**src/rtl/ddr2_preload_wr.sv**
```systemverilog
// rtl/ddr2_preload_wr.sv - DDR2 frame-store preload writer; PRELOAD_ADDR_PATTERN_EN selects address-pattern data
module ddr2_preload_wr #(
  parameter int          LINES           = 600,
  parameter int          BURSTS_PER_LINE = 200,
  parameter int          BURST_WORDS     = 2,
  parameter logic [23:0] ADDR_STEP       = 24'h000004,
  parameter logic [23:0] LINE_STRIDE     = 24'h000400
) (
  input  logic        mem_clk0,
  input  logic        mem_rst_s_n,
  input  logic        mig_init_done,
  input  logic        wr_go,
  input  logic        mig_auto_ref_req,
  input  logic        mig_ar_done,
  input  logic        mig_user_cmd_ack,
  output logic [2:0]  mig_user_command_register,
  output logic [23:0] mig_user_input_addr,
  output logic [31:0] mig_user_input_data,
  output logic [3:0]  mig_user_data_mask,
  output logic        mig_burst_done,
  output logic        wr_busy,
  output logic        buffer_init_done
);

  localparam int BW = (BURSTS_PER_LINE > 1) ? $clog2(BURSTS_PER_LINE) : 1;
  localparam int WW = (BURST_WORDS > 1) ? $clog2(BURST_WORDS) : 1;
  localparam logic [10:0]   LINE_LAST  = 11'(LINES - 1);
  localparam logic [BW-1:0] BURST_LAST = BW'(BURSTS_PER_LINE - 1);
  localparam logic [WW-1:0] WORD_LAST  = WW'(BURST_WORDS - 1);

  typedef enum logic [2:0] {
    ST_IDLE,
    ST_REF_WAIT,
    ST_CMD,
    ST_DATA,
    ST_BDONE,
    ST_ACK_LOW,
    ST_DONE
  } state_t;

  state_t        state_q, state_d;
  logic [10:0]   line_q, line_d;
  logic [BW-1:0] burst_q, burst_d;
  logic [WW-1:0] word_q, word_d;
  logic          bd_q, bd_d;
  logic          done_q, done_d;

  logic [23:0]   addr_w;
  logic [31:0]   data_w;

  // Burst address derives from the counters, so it only moves when they advance between bursts
  assign addr_w = (24'(line_q) * LINE_STRIDE) + (24'(burst_q) * ADDR_STEP);

`ifdef PRELOAD_ADDR_PATTERN_EN
  assign data_w = {8'h00, addr_w};
`else
  logic [15:0] beat_w;
  assign beat_w = {5'b00000, line_q};
  assign data_w = {beat_w, beat_w};
`endif

  // State and counter registers, cleared by synchronous reset
  always_ff @(posedge mem_clk0) begin
    if (!mem_rst_s_n) begin
      state_q <= ST_IDLE;
      line_q  <= '0;
      burst_q <= '0;
      word_q  <= '0;
      bd_q    <= 1'b0;
      done_q  <= 1'b0;
    end else begin
      state_q <= state_d;
      line_q  <= line_d;
      burst_q <= burst_d;
      word_q  <= word_d;
      bd_q    <= bd_d;
      done_q  <= done_d;
    end
  end

  // Next-state: walk bursts within lines, pausing for refresh only between bursts
  always_comb begin
    state_d = state_q;
    line_d  = line_q;
    burst_d = burst_q;
    word_d  = word_q;
    bd_d    = bd_q;
    done_d  = done_q;
    case (state_q)
      ST_IDLE, ST_DONE: begin
        if (wr_go && mig_init_done) begin
          line_d  = '0;
          burst_d = '0;
          state_d = mig_auto_ref_req ? ST_REF_WAIT : ST_CMD;
        end
      end
      ST_REF_WAIT: begin
        if (mig_ar_done) state_d = ST_CMD;
      end
      ST_CMD: begin
        if (mig_user_cmd_ack) begin
          word_d  = '0;
          state_d = ST_DATA;
        end
      end
      ST_DATA: begin
        if (mig_user_cmd_ack) begin
          if (word_q == WORD_LAST) begin
            bd_d    = 1'b0;
            state_d = ST_BDONE;
          end else begin
            word_d = word_q + 1'b1;
          end
        end
      end
      ST_BDONE: begin
        if (!bd_q) bd_d = 1'b1;
        else       state_d = ST_ACK_LOW;
      end
      ST_ACK_LOW: begin
        if (!mig_user_cmd_ack) begin
          if (line_q == LINE_LAST && burst_q == BURST_LAST) begin
            done_d  = 1'b1;
            state_d = ST_DONE;
          end else begin
            if (burst_q == BURST_LAST) begin
              burst_d = '0;
              line_d  = line_q + 1'b1;
            end else begin
              burst_d = burst_q + 1'b1;
            end
            state_d = mig_auto_ref_req ? ST_REF_WAIT : ST_CMD;
          end
        end
      end
      default: state_d = ST_IDLE;
    endcase
  end

  // Output decode: write command holds through the first burst_done cycle only
  always_comb begin
    mig_user_command_register = 3'b000;
    mig_burst_done            = 1'b0;
    wr_busy                   = 1'b1;
    case (state_q)
      ST_CMD, ST_DATA: mig_user_command_register = 3'b100;
      ST_BDONE: begin
        mig_burst_done = 1'b1;
        if (!bd_q) mig_user_command_register = 3'b100;
      end
      ST_IDLE, ST_DONE: wr_busy = 1'b0;
      default: ;
    endcase
  end

  assign mig_user_input_addr = addr_w;
  assign mig_user_input_data = data_w;
  assign mig_user_data_mask  = 4'h0;
  assign buffer_init_done    = done_q;

endmodule

```
**config.mk**
```make
export PLATFORM = sky130hd
export DESIGN_NAME = ddr2_preload_wr
export DESIGN_NICKNAME = d
export VERILOG_FILES = /design/src/rtl/ddr2_preload_wr.sv
export SDC_FILE = /design/constraint.sdc
export NUM_CORES = 1
export LEC_CHECK = 0
export ABC_CLOCK_PERIOD_IN_PS = 2600
export CAP_MARGIN = 20
export CORE_MARGIN = 10
export CORE_UTILIZATION = 44
export CTS_CLUSTER_DIAMETER = 60
export DETAILED_ROUTE_END_ITERATION = 8
export PLACE_DENSITY_LB_ADDON = 0.05
export SLEW_MARGIN = 10
export SYNTH_ARGS = -nofsm -noshare
export SYNTH_HDL_FRONTEND = slang
export SYNTH_SLANG_ARGS = --single-unit
```
**constraint.sdc**
```tcl
create_clock -name mem_clk0 -period 2.6 [get_ports mem_clk0]
set_clock_uncertainty 0.2 [all_clocks]
set_input_delay 0.39 -clock mem_clk0 [delete_from_list [all_inputs] [get_ports mem_clk0]]
set_output_delay 0.39 -clock mem_clk0 [all_outputs]
set_load 0.05 [all_outputs]
```
==> impl_table.tex <==
\begin{tabular}{lr}
\hline
Metric & Value \\
\hline
\multicolumn{2}{l}{\textbf{Clocking}} \\
\quad Clock tree root buffer cell & sky130\_fd\_sc\_hd\_\_clkbuf\_8 \\
\quad Post-CTS Hold Fix Bufs & 0 \\
\quad Number of gates given a new drive strength after cts & 0 \\
\quad Clock-pin slew on the worst setup and hold paths & about 0.080 ns \\
\quad Number of buffers inserted during clock tree synthesis & 3 \\
\quad Clk Latency, worst-skew pair & approximately 0.27 ns \\
\quad Maximum buffer depth of the clock tree & 2 \\
\quad H-Tree Level Count & 1 \\
\quad CTS sink count & 25 \\
\quad Number of buffers inserted by post-CTS setup repair & 0 \\
\quad CTS tree & done \\
\multicolumn{2}{l}{\textbf{Layout}} \\
\quad Fillers & around 400 \\
\quad Post-route core utilization & 0.575 \\
\quad Synth-to-layout area growth & 24.0\% \\
\quad Final net count & around 290 \\
\quad Number of diodes & 0 \\
\quad Proportion of layout cells with a drive suffix above 1 & 0.119 \\
\multicolumn{2}{l}{\textbf{Floorplan}} \\
\quad Number of placement rows & 23 \\
\quad Floorplan die width & between 80 and 90 um \\
\quad Core Area & 4090 sq um \\
\quad Die Y-Extent & 85.6 um \\
\quad Top-level I/O count & 73 \\
\quad Initial standard-cell utilization of the core & 0.464 \\
\quad Area of the die & 7330 sq um \\
\multicolumn{2}{l}{\textbf{STA}} \\
\quad Fmax & around 0.42 GHz \\
\quad RSZ-0062 raised after global routing & no \\
\quad Relative slew slack & 0.570 \\
\quad Total negative slack & 0 ns \\
\quad Final setup vio count & 0 \\
\quad Min Tclk post-route & about 2.4 ns \\
\quad Slew at the pin closest to its max-slew limit & around 0.64 ns \\
\quad Hold violation total from the final report & 0 \\
\quad Count of final max-slew check failures & 0 \\
\quad Final period utilization & 0.914 \\
\quad Final setup margin & 0.224 ns \\
\multicolumn{2}{l}{\textbf{Worst setup path}} \\
\quad Worst endpoint data arrival time & roughly 2.3 ns \\
\quad R2R Setup Slk & $\sim$0.22 ns \\
\quad Peak fanout along the critical path & 8 \\
\quad Reg-to-Reg End & line\_q[6] \\
\quad CP endpoint kind & flop \\
\quad Launch instance of the worst register-to-register path & line\_q[6] \\
\quad Crit Path Category & flop to flop \\
\quad Logic depth of the worst register-to-register path & 6 \\
\quad Startpoint class of the critical path & flop \\
\quad Req. time, crit path & around 2.6 ns \\
\multicolumn{2}{l}{\textbf{Route}} \\
\quad Wire per inst & $\sim$15 um \\
\quad Post-DR vias/cell & roughly 5.5 \\
\quad Drt total wl & between 4000 and 5000 um \\
\quad \# DRC & 0 \\
\quad Starting DRT DRC Count & $\sim$110 \\
\quad Number of vias in the routed layout & between 1.5k and 2k \\
\quad Count of nets left with antenna violations after detail routing & 0 \\
\quad Number of detailed-routing iterations run before antenna repair & 6 \\
\multicolumn{2}{l}{\textbf{Yosys}} \\
\quad Share of Yosys cell area claimed by the top area cell type & 0.264 \\
\quad Synthesis warning total & 0 \\
\quad Synth area leader & sky130\_fd\_sc\_hd\_\_dfxtp\_1 \\
\quad Top cells by area in the synthesized netlist & sky130\_fd\_sc\_hd\_\_dfxtp\_1 26\%, sky130\_fd\_sc\_hd\_\_buf\_4 17\%, sky130\_fd\_sc\_hd\_\_mux2i\_1 4.2\% \\
\quad Post-synthesis cell type count & 48 \\
\quad Synthesized area & $\sim$1900 sq um \\
\quad \#FFs+latches synth & 25 \\
\quad Syn Inst Count & 240 \\
\quad Share of the yosys chip area belonging to registers & 0.264 \\
\quad Fraction of registers with async set/reset & 0 \\
\quad Syn\_area\_per\_cell & slightly below 8 sq um \\
\quad Number of enable-type register cells in the synthesized netlist & 0 \\
\quad Dominant synthesized flop cell & sky130\_fd\_sc\_hd\_\_dfxtp\_1 \\
\multicolumn{2}{l}{\textbf{Job}} \\
\quad Number of violations of the max-capacitance limit & 0 \\
\multicolumn{2}{l}{\textbf{GRT}} \\
\quad Tot GR Track Use & 0.134 \\
\quad Global-route wire length before repair & about 8600 um \\
\quad Global route total overflow & 0 \\
\quad Largest net degree at the start of global routing & 32 \\
\quad Antenna violations before repair & 0 \\
\quad Via count of the first global-routing pass & 1,815 \\
\multicolumn{2}{l}{\textbf{Worst hold path}} \\
\quad Cells on Worst Hold Path & 1 \\
\quad Hold wc startpoint & buffer\_init\_done \\
\quad Hold/Removal Path Class & flop to flop \\
\quad Capture endpoint of the worst hold path & buffer\_init\_done \\
\multicolumn{2}{l}{\textbf{Power}} \\
\quad Lkg Pwr & $\sim$0.86 nW \\
\quad Power density of the placed cells & around 620 nW/um\^{}2 \\
\quad Worst vdd ir & between 0.2 and 0.3 mV \\
\multicolumn{2}{l}{\textbf{Placement}} \\
\quad Half-perimeter wire length of the detailed placement result & about 3800 um \\
\quad Count of buffers from port buffering & 51 \\
\quad Post-placement worst setup slack & between 0.05 and 0.06 ns \\
\quad Routability-driven placement congestion ratio & around 0.8 \\
\multicolumn{2}{l}{\textbf{Status}} \\
\quad Run status & completed \\
\hline
\end{tabular}
==> power breakdown <==
part	leakage (nW)	switching, mW	total (mW)	internal (mW)
clock	0.0228	0.123	0.232	0.110
sequential	0.203	0.0612	0.478	0.417
combinational	0.635	0.481	0.743	0.262
==> logic make-up after synthesis <==
family / count (synthesis) / share of synthesized area
simple gates: 85 / 0.262
fa+ha+maj: 2 / 0.0132
compound gates: 58 / 0.198
flops: 25 / 0.264
buf+inv: 61 / 0.219
mux: 8 / 0.0423
other cells: 1 / 0.00198
==> layer usage <==
layer / GRT usage / vias up / wire (um)
li1: - / 898 / -
met1: 0.154 / 846 / 2070
met2: 0.223 / 53 / 2320
met3: 0.0558 / 6 / 451
met4: 0.0344 / 0 / 66
met5: 0 / - / 0
==> placed cells by master (no fill, tap or decap), types with 2 or more instances in the layout <==
cell type and n:
sky130_fd_sc_hd__o211ai_1 5, sky130_fd_sc_hd__a21oi_1 15, sky130_fd_sc_hd__nor2_1 9, sky130_fd_sc_hd__conb_1 21
sky130_fd_sc_hd__nor4b_1 3, sky130_fd_sc_hd__or4_1 7, sky130_fd_sc_hd__and3_1 3, sky130_fd_sc_hd__nor3_1 4
sky130_fd_sc_hd__ha_1 2, sky130_fd_sc_hd__nor4_1 5, sky130_fd_sc_hd__clkdlybuf4s50_1 48, sky130_fd_sc_hd__o31ai_1 7
sky130_fd_sc_hd__nand2_1 17, sky130_fd_sc_hd__or2_2 4, sky130_fd_sc_hd__buf_12 2, sky130_fd_sc_hd__dfxtp_1 24
sky130_fd_sc_hd__nand3b_1 2, sky130_fd_sc_hd__o21a_1 4, sky130_fd_sc_hd__or3_1 3, sky130_fd_sc_hd__nand3_1 8
sky130_fd_sc_hd__a211o_1 3, sky130_fd_sc_hd__nand4_1 9, sky130_fd_sc_hd__buf_4 19, sky130_fd_sc_hd__nor2b_1 3
sky130_fd_sc_hd__mux2i_1 8, sky130_fd_sc_hd__a32oi_1 2, sky130_fd_sc_hd__o21ai_0 10, sky130_fd_sc_hd__o21ai_1 3
sky130_fd_sc_hd__clkbuf_8 3, sky130_fd_sc_hd__inv_1 5
==> area by class of cell <==
| cell class | instances | area [sq um] | share of cell area |
|---|---|---|---|
| multi-input cells | 174 | 1050 | 0.449 |
| clock buffers | 4 | 45.0 | 0.0192 |
| inverters | 6 | 22.5 | 0.00959 |
| flip-flops and latches | 25 | 502 | 0.214 |
| repair buffers | 69 | 663 | 0.282 |
| well taps | 50 | 62.6 | 0.0266 |
==> cells in the mapped netlist (5+ instances only) <==
cell and count:
sky130_fd_sc_hd__buf_4 43, sky130_fd_sc_hd__dfxtp_1 25, sky130_fd_sc_hd__nand2_1 17, sky130_fd_sc_hd__a21oi_1 15, sky130_fd_sc_hd__o21ai_0 10, sky130_fd_sc_hd__nand4_1 9, sky130_fd_sc_hd__nor2_1 9, sky130_fd_sc_hd__mux2i_1 8
sky130_fd_sc_hd__nand3_1 8, sky130_fd_sc_hd__clkbuf_1 7, sky130_fd_sc_hd__o31ai_1 7, sky130_fd_sc_hd__or4_1 7, sky130_fd_sc_hd__inv_1 5, sky130_fd_sc_hd__nor4_1 5, sky130_fd_sc_hd__o211ai_1 5
==> worst max-delay path by stage <==
stage	start	to	slack (ns)	depth (start not counted)
floorplan	line_q[3]	burst_q[6]	0.02	8
global placement	wr_go	line_q[8]	0.14	8
detailed placement	mig_init_done	line_q[8]	0.05	8
CTS	line_q[6]	line_q[6]	0.22	6
global route	line_q[6]	burst_q[1]	0.07	5
finish	line_q[6]	line_q[6]	0.22	6
==> registers in the layout, summed over array words and instances, names as in the netlist <==
signal,count
state_q,3
bd_q,1
line_q,11
word_q,1
burst_q,8
buffer_init_done,1
==> critical path, cell delays in order (launching register included) <==
cell and delay, ns:
sky130_fd_sc_hd__dfxtp_2 0.39, sky130_fd_sc_hd__or4b_4 0.48, sky130_fd_sc_hd__or4_4 0.53, sky130_fd_sc_hd__a21oi_2 0.26, sky130_fd_sc_hd__buf_4 0.20, sky130_fd_sc_hd__nor4_1 0.07, sky130_fd_sc_hd__mux2i_1 0.12
==> through the flow <==
| stage | hold WS (ns) | instance area, sq um | total power, mW | instances |
|---|---|---|---|---|
| after floorplan | 0.311 | 1970 | 1.02 | 260 |
| after global placement | 0.255 | 2300 | 1.23 | 324 |
| after detailed placement | 0.259 | 2300 | 1.23 | 324 |
| after CTS | 0.276 | 2350 | 1.46 | 328 |
| after global routing | 0.289 | 2350 | 1.55 | 328 |
| final | 0.271 | 2350 | 1.45 | 328 |
No activity file was read; power rests on OpenSTA's default activity.
